## src/rtl/alu_share_arbiter.sv

```systemverilog
// alu_share_arbiter: shares one combinational ALU between two valid/ready
// requesters. Round-robin grant, operands latched on acceptance, ALU result
// registered after one EXEC cycle and returned to the granted requester.
module alu_share_arbiter #(
    parameter int DATA_WIDTH  = 32,
    parameter int OP_WIDTH    = 4,
    parameter int SHAMT_WIDTH = 5
) (
    input  logic                   clk,
    input  logic                   reset,

    input  logic                   req0_valid,
    output logic                   req0_ready,
    input  logic [OP_WIDTH-1:0]    req0_op,
    input  logic [DATA_WIDTH-1:0]  req0_a,
    input  logic [DATA_WIDTH-1:0]  req0_b,
    input  logic [SHAMT_WIDTH-1:0] req0_shamt,

    input  logic                   req1_valid,
    output logic                   req1_ready,
    input  logic [OP_WIDTH-1:0]    req1_op,
    input  logic [DATA_WIDTH-1:0]  req1_a,
    input  logic [DATA_WIDTH-1:0]  req1_b,
    input  logic [SHAMT_WIDTH-1:0] req1_shamt,

    output logic                   rsp0_valid,
    input  logic                   rsp0_ready,
    output logic                   rsp1_valid,
    input  logic                   rsp1_ready,
    output logic [DATA_WIDTH-1:0]  rsp_result,
    output logic                   rsp_zero,

    output logic [OP_WIDTH-1:0]    alu_op,
    output logic [DATA_WIDTH-1:0]  alu_a,
    output logic [DATA_WIDTH-1:0]  alu_b,
    output logic [SHAMT_WIDTH-1:0] alu_shamt,
    input  logic [DATA_WIDTH-1:0]  alu_result,
    input  logic                   alu_zero,

    output logic                   busy
);

    typedef enum logic [1:0] {
        IDLE = 2'd0,
        EXEC = 2'd1,
        RESP = 2'd2
    } state_t;

    state_t                 state;
    state_t                 state_nxt;
    logic                   last_grant;
    logic                   grant_id;
    logic                   sel0;
    logic                   sel1;
    logic [OP_WIDTH-1:0]    op_q;
    logic [DATA_WIDTH-1:0]  a_q;
    logic [DATA_WIDTH-1:0]  b_q;
    logic [SHAMT_WIDTH-1:0] shamt_q;

    // Round-robin pick: a lone requester wins, on a tie the one not granted last.
    always_comb begin
        sel0 = req0_valid && (!req1_valid || last_grant);
        sel1 = req1_valid && (!req0_valid || !last_grant);
    end

    // Next-state and handshake outputs; readys only in IDLE, rsp valid only in RESP.
    always_comb begin
        state_nxt  = state;
        req0_ready = 1'b0;
        req1_ready = 1'b0;
        rsp0_valid = 1'b0;
        rsp1_valid = 1'b0;
        case (state)
            IDLE: begin
                req0_ready = sel0;
                req1_ready = sel1;
                if (sel0 || sel1) begin
                    state_nxt = EXEC;
                end
            end
            EXEC: begin
                state_nxt = RESP;
            end
            RESP: begin
                rsp0_valid = !grant_id;
                rsp1_valid = grant_id;
                if ((!grant_id && rsp0_ready) || (grant_id && rsp1_ready)) begin
                    state_nxt = IDLE;
                end
            end
            default: begin
                state_nxt = IDLE;
            end
        endcase
    end

    // State register.
    always_ff @(posedge clk or negedge reset) begin
        if (!reset) begin
            state <= IDLE;
        end else begin
            state <= state_nxt;
        end
    end

    // Operand latching on acceptance, grant bookkeeping, result capture after EXEC.
    always_ff @(posedge clk or negedge reset) begin
        if (!reset) begin
            last_grant <= 1'b1;
            grant_id   <= 1'b0;
            op_q       <= '0;
            a_q        <= '0;
            b_q        <= '0;
            shamt_q    <= '0;
            rsp_result <= '0;
            rsp_zero   <= 1'b0;
        end else begin
            if (state == IDLE && (sel0 || sel1)) begin
                grant_id   <= sel1;
                last_grant <= sel1;
                op_q       <= sel1 ? req1_op    : req0_op;
                a_q        <= sel1 ? req1_a     : req0_a;
                b_q        <= sel1 ? req1_b     : req0_b;
                shamt_q    <= sel1 ? req1_shamt : req0_shamt;
            end
            if (state == EXEC) begin
                rsp_result <= alu_result;
                rsp_zero   <= alu_zero;
            end
        end
    end

    assign alu_op    = op_q;
    assign alu_a     = a_q;
    assign alu_b     = b_q;
    assign alu_shamt = shamt_q;
    assign busy      = (state != IDLE);

endmodule

```

## config.mk

```make
export PLATFORM = sky130hd
export DESIGN_NAME = alu_share_arbiter
export DESIGN_NICKNAME = d
export VERILOG_FILES = /design/src/rtl/alu_share_arbiter.sv
export SDC_FILE = /design/constraint.sdc
export NUM_CORES = 1
export LEC_CHECK = 0
export CAP_MARGIN = 20
export CORE_ASPECT_RATIO = 0.6
export CORE_MARGIN = 2
export CORE_UTILIZATION = 39
export DETAILED_ROUTE_END_ITERATION = 12
export PLACE_DENSITY = 0.81
export REMOVE_ABC_BUFFERS = 1
export SYNTH_ARGS = -nofsm -noshare
export SYNTH_HDL_FRONTEND = slang
export SYNTH_SLANG_ARGS = --single-unit
export TNS_END_PERCENT = 20
```

## constraint.sdc

```tcl
create_clock -name clk -period 1.9 [get_ports clk]
set_input_delay 0.19 -clock clk [delete_from_list [all_inputs] [get_ports clk]]
set_output_delay 0.19 -clock clk [all_outputs]
set_load 0.05 [all_outputs]
```

### Yosys cells after proc, flatten, opt, wreduce, memory -nomap -nowiden

Index checks and enable logic that the tools add are counted.

| cells by class | value |
|---|---|
| eq/ne operators | 4 |
| muxes and demuxes | 11 |
| reductions and logical operators | 16 |

Operators with widths:

| cell | count |
|---|---|
| 32-bit 2-to-1 mux | 2 |
| 2-bit one-hot mux with 3 select lines | 1 |
| 1-bit logical AND | 5 |
| 5-bit 2-to-1 mux | 1 |
| 1-bit logical NOT | 4 |
| 1-bit logical OR | 4 |
| 1-bit 2-to-1 mux | 4 |
| 2-bit 2-to-1 mux | 2 |
| 4-bit 2-to-1 mux | 1 |
| 2-bit by 1-bit equality test with 1-bit output (second input constant) | 1 |
| 2-bit equality test (second input constant) | 1 |
| 2-bit logical NOT | 1 |
| 2-bit by 1-bit inequality test with 1-bit output (second input constant) | 1 |
| 2-bit inequality test (second input constant) | 1 |
| 2-bit AND reduction | 1 |
| 2-bit nonzero test | 1 |

| word-level totals | value |
|---|---|
| register bits after elaboration | 110 |
| bits of input ports | 185 |
| output and inout port bits | 111 |
| word-level logic and storage cells | 40 |

### Logic depth before layout (Yosys ltp)

| logic depth | value |
|---|---|
| word-level depth | 6 |
| depth in mapped cells | 5 |
| gate-level depth less buffers | 3 |

### Worst setup path after synthesis

OpenSTA, ideal clock, no wires.

| timing | value |
|---|---|
| path type | reg-to-reg |
| start | register last_grant |
| end | register grant_id |
| setup time | 0.071 ns |
| data arrival time | 2.067 ns |
| data required time | 1.829 ns |
| setup slack | -0.238 ns |
| stages on the path, launching flop included | 6 |
| period minus slack after synthesis | 2.138 ns |
| cells stage by stage | dfstp_2 > a21bo_2 > buf_6 > buf_6 > nor3_1 > a21o_1 |

| on the way | value |
|---|---|
| longest elaborated chain between the ends | 5 |
| elaborated cells on any way between the ends | 7 |
| those cells by class | reduce/logical (7) |

Ends and longest elaborated chain:

| item | line | source |
|---|---|---|
| start: declaration | 51 | `logic last_grant;` |
| start signal: assignment | 120 | `last_grant <= sel1;` |
| 1-bit logical NOT | 63 | `sel1 = req1_valid && (!req0_valid \|\| !last_grant);` |
| 1-bit logical OR | 63 |  |
| 1-bit logical AND | 63 |  |
| 1-bit logical OR | 118 | `if (state == IDLE && (sel0 \|\| sel1)) begin` |
| 1-bit logical AND | 118 |  |
| end signal: assignment | 119 | `grant_id <= sel1;` |
| end: declaration | 52 | `logic grant_id;` |

Parallel ways exist; a longest one is shown, timed or not.
A chain may end at the register's enable or synchronous reset.

### Worst setup path after layout

| timing | value |
|---|---|
| start | register last_grant |
| end | register a_q[1], in the netlist alu_a[1] |

| on the way | value |
|---|---|
| longest elaborated chain between the ends | 5 |
| elaborated cells on any way between the ends | 8 |
| those cells by class | mux (1); reduce/logical (7) |

Ends and longest elaborated chain:

| item | line | source |
|---|---|---|
| 1-bit logical NOT | 63 |  |
| 1-bit logical OR | 63 |  |
| 1-bit logical AND | 63 |  |
| 1-bit logical OR | 118 |  |
| 1-bit logical AND | 118 |  |
| end signal: assignment | 122 | `a_q <= sel1 ? req1_a : req0_a;` |
| end: declaration | 56 | `logic [DATA_WIDTH-1:0] a_q;` |

Parallel ways exist; a longest one is shown, timed or not.

==> metrics.txt <==
# TYPE chip_impl_metric gauge
chip_impl_metric{name="die_area",unit="mm2"} 0.0144
chip_impl_metric{name="drt_iter0_drc",unit=""} 139
chip_impl_metric{name="grt_first_pass_wirelength",unit="mm"} 22.8
chip_impl_metric{name="worst_ep_required_time",unit="ns"} 2.12
chip_impl_metric{name="routed-wl-met3",unit="mm"} 1.42
chip_impl_metric{name="worst-path-max-fanout",unit=""} 17
chip_impl_metric{name="place_hpwl",unit="mm"} 11.4
chip_impl_info{name="yosysTopAreaCell",value="sky130_fd_sc_hd__dfrtp_1"} 1
chip_impl_info{name="critical_path.slowest_cell",value="sky130_fd_sc_hd__dfstp_2"} 1
chip_impl_info{name="rsz0062_at_grt",value="false"} 1
chip_impl_metric{name="num_vias",unit=""} 3846
chip_impl_metric{name="yosysWarnings",unit=""} 0
chip_impl_metric{name="total_leakage_power",unit="nW"} 3.72
chip_impl_metric{name="final_hold_viol_count",unit=""} 0
chip_impl_metric{name="wirelength_met1",unit="mm"} 5.72
chip_impl_metric{name="detail_route.vias_per_cell",unit=""} 4.80
chip_impl_metric{name="period_needed",unit="ns"} 1.83
chip_impl_info{name="worst_setup_path_start_kind",value="flip-flop"} 1
chip_impl_metric{name="fin_crit_sh",unit="%"} 96.2
chip_impl_metric{name="path_buf_inv",unit=""} 2
chip_impl_info{name="netlist_top_cells_area",value="sky130_fd_sc_hd__dfrtp_1 52%, sky130_fd_sc_hd__mux2_2 26%, sky130_fd_sc_hd__mux2_4 17%, sky130_fd_sc_hd__buf_6 1.5%, sky130_fd_sc_hd__buf_4 0.86%"} 1
chip_impl_metric{name="synth.avg_cell_area",unit="um2"} 16.1
chip_impl_metric{name="placementRows",unit=""} 32
chip_impl_metric{name="place.detailed.instances",unit=""} 782
chip_impl_metric{name="grt_pass1_vias",unit=""} 4301
chip_impl_metric{name="finalSetupViolations",unit=""} 0
chip_impl_metric{name="design.final.nets",unit=""} 811
chip_impl_info{name="tritoncts_clock_tree",value="done"} 1
chip_impl_metric{name="power_per_cell_area",unit="mW/mm2"} 1870
chip_impl_metric{name="detail_route.first_pass.iterations",unit=""} 4
chip_impl_metric{name="worst_hold_check_slack",unit="ns"} 0.272
chip_impl_metric{name="cts-buffers-inserted",unit=""} 9
chip_impl_metric{name="insertion_delay",unit="ns"} 0.34
chip_impl_metric{name="layout.cells.non_filler",unit=""} 801
chip_impl_info{name="crit_type",value="reg2reg"} 1
chip_impl_metric{name="globalRouteTotalUtil",unit="%"} 20.4
chip_impl_info{name="outcome",value="finished clean"} 1
chip_impl_metric{name="final_report_max_slew_violation_count",unit=""} 0
chip_impl_info{name="cts_root_buffer",value="sky130_fd_sc_hd__clkbuf_16"} 1
chip_impl_metric{name="mappedNetlistArea",unit="mm2"} 0.00525
chip_impl_metric{name="die-height",unit="um"} 93.9
chip_impl_info{name="min_path_type",value="in2async"} 1
chip_impl_metric{name="wire_per_inst",unit="um"} 18.7
chip_impl_metric{name="clockBufferDepth",unit=""} 2
chip_impl_metric{name="cp_slowest_stage_delay",unit="ns"} 0.56
chip_impl_metric{name="register_area",unit="mm2"} 0.00275
chip_impl_metric{name="maxClockFrequency",unit="MHz"} 547
chip_impl_metric{name="grt.overflow.total",unit=""} 0
chip_impl_metric{name="drt.antenna.violating_nets",unit=""} 0
chip_impl_metric{name="drive_above_1_share",unit="%"} 34.4
chip_impl_metric{name="portBuffers",unit=""} 295
chip_impl_metric{name="power.ir.vdd_worst",unit="mV"} 0.910
chip_impl_info{name="most_common_cell_after_layout_fill_and_taps_aside",value="sky130_fd_sc_hd__clkdlybuf4s50_1"} 1
chip_impl_metric{name="wirelength",unit="mm"} 15.0
chip_impl_metric{name="gpl.final_weighted_congestion",unit=""} 0.808
chip_impl_metric{name="core_region_area",unit="mm2"} 0.0130
chip_impl_metric{name="area_delta_synth_final",unit="%"} 67.4
chip_impl_metric{name="path_clk_slew",unit="ns"} 0.07
chip_impl_info{name="timing.critical_path.to_type",value="flip-flop"} 1
chip_impl_metric{name="clock_tree.htree_level_count",unit=""} 3
chip_impl_metric{name="post_route_drc_violation_count",unit=""} 0
chip_impl_metric{name="fillCellCount",unit=""} 951
chip_impl_metric{name="met2RoutedLength",unit="mm"} 7.55
chip_impl_metric{name="synth.top_cell.area_share",unit="%"} 52.0
chip_impl_metric{name="synth_cells",unit=""} 326
chip_impl_metric{name="synth-seq-area-share",unit="%"} 52.5
chip_impl_metric{name="multiInputGateArea",unit="mm2"} 0.00234
chip_impl_metric{name="max-slew-margin-rel",unit="%"} 62.5
chip_impl_info{name="worst_path_dominant_cell_family",value="multiplexers"} 1
chip_impl_metric{name="diodes",unit=""} 0
chip_impl_metric{name="grt_start_max_net_pins",unit=""} 48
chip_impl_metric{name="clkSinkCount",unit=""} 110
chip_impl_metric{name="crit_arrival",unit="ns"} 2.05
chip_impl_info{name="layout.cells.most_common_list",value="287 x sky130_fd_sc_hd__clkdlybuf4s50_1, 121 x sky130_fd_sc_hd__mux2_2, 109 x sky130_fd_sc_hd__dfrtp_1"} 1
chip_impl_info{name="cp-startpoint",value="last_grant"} 1
chip_impl_metric{name="initial_utilization",unit="%"} 40.5
chip_impl_metric{name="number_of_register_bits_inferred_by_synthesis",unit=""} 110
chip_impl_info{name="rr_startpoint",value="last_grant"} 1
chip_impl_metric{name="layout.core_utilization",unit="%"} 67.7
chip_impl_metric{name="floorplan.io_pins",unit=""} 296
chip_impl_metric{name="antenna_found_initial",unit=""} 0
chip_impl_metric{name="clock_skew",unit="ns"} 0.00811
chip_impl_info{name="highest-signal-layer",value="met4"} 1
chip_impl_info{name="crit_path_cell_trace",value="a21bo_4, buf_4, clkbuf_16, mux2_4, mux2_2"} 1
chip_impl_metric{name="synth_cell_type_count",unit=""} 19
chip_impl_metric{name="floorplan.die.width",unit="um"} 154
chip_impl_metric{name="tightest_slew",unit="ns"} 0.561
chip_impl_metric{name="timing.max_cap.violations",unit=""} 0
state kept, by name, indices dropped and copies added, names as in the netlist:
name	cells
grant_id	1
alu_b	32
rsp_zero	1
alu_a	32
alu_shamt	5
state	2
last_grant	1
rsp_result	32
alu_op	4
layout make-up:
| class | instances | area share [%] |
|---|---|---|
| inverters | 2 | 0.0854 |
| clock inverters | 4 | 0.356 |
| repair buffers | 309 | 36.3 |
| well taps | 170 | 2.42 |
| clock buffers | 12 | 2.81 |
| multi-input cells | 194 | 26.7 |
| flip-flops and latches | 110 | 31.3 |
worst paths after layout:
check | to | slack [ns] | cells after the start
setup / recovery | alu_a[1] | 0.07 | 5
hold / removal | alu_a[31] | 0.27 | 2
setup reg to reg | alu_a[1] | 0.07 | 5
hold reg to reg | alu_a[1] | 0.51 | 1
max in group asynchronous | last_grant | 1.00 | 3
min in group clk | rsp_result[28] | 0.46 | 2
power by group:
group	switching, W	internal [W]	leakage [nW]
clock	0.000844	0.000933	0.125
combinational	0.00618	0.00428	2.31
sequential	0.000652	0.00357	1.29
repair_timing:
| item | 4_1_cts | 5_1_grt |
|---|---|---|
| endpoints found under the hold margin | 17 | 0 |
| endpoints found under the setup margin | 1 | 1 |
| resized for setup | 1 | 1 |
| gates cloned | 0 | 1 |
| pin swaps | 0 | 1 |
| setup buffers | 0 | 1 |
| hold buffers | 1 | 0 |
metal layers:
layer	vias up	GRT usage, %
met2	165	35.6
met4	0	5.89
met3	27	8.76
li1	1769	-
met1	1885	22.9
met5	-	0
cell families (layout without fill, tap and decap cells):
group / Yosys count / in the layout / synth area share [%]
buffers and inverters: 22 / 327 / 3.15
AO/OA/AOI/OAI: 5 / 5 / 0.739
multiplexers: 180 / 180 / 42.8
AND/OR/NAND/NOR: 9 / 9 / 0.810
flip-flops: 110 / 110 / 52.5
worst reg2reg max path: stages (launching register included):
cell	delay [ns]
sky130_fd_sc_hd__dfstp_2	0.56
sky130_fd_sc_hd__a21bo_4	0.18
sky130_fd_sc_hd__buf_4	0.16
sky130_fd_sc_hd__clkbuf_16	0.22
sky130_fd_sc_hd__mux2_4	0.33
sky130_fd_sc_hd__mux2_2	0.26
metrics by stage:
| step | area, um2 | setup slack, ns | total power, W | setup TNS, ns |
|---|---|---|---|---|
| after CTS | 8750 | 0.0146 | 0.0166 | 0 |
| final | 8790 | 0.0724 | 0.0165 | 0 |
| after global routing | 8790 | 0.0101 | 0.0172 | 0 |
| after floorplan | 5090 | -1.18 | 0.0110 | -72.53 |
| after global placement | 8460 | -0.00348 | 0.0145 | -0.00639 |
| after detailed placement | 8460 | -0.0492 | 0.0148 | -0.280 |
Yosys cell counts:
master and number:
sky130_fd_sc_hd__nand2b_1 2, sky130_fd_sc_hd__o21a_1 1, sky130_fd_sc_hd__dfrtp_1 109, sky130_fd_sc_hd__buf_6 7, sky130_fd_sc_hd__a21o_1 1, sky130_fd_sc_hd__nor3_1 1, sky130_fd_sc_hd__buf_2 6, sky130_fd_sc_hd__buf_4 6
sky130_fd_sc_hd__a21bo_2 1, sky130_fd_sc_hd__dfstp_2 1, sky130_fd_sc_hd__mux2_4 59, sky130_fd_sc_hd__nand2_1 1, sky130_fd_sc_hd__inv_1 2, sky130_fd_sc_hd__o21ai_0 1, sky130_fd_sc_hd__nor2_1 4, sky130_fd_sc_hd__nor2b_1 1
sky130_fd_sc_hd__a22o_1 1, sky130_fd_sc_hd__clkbuf_1 1, sky130_fd_sc_hd__mux2_2 121
(Power assumes the default switching activity.)
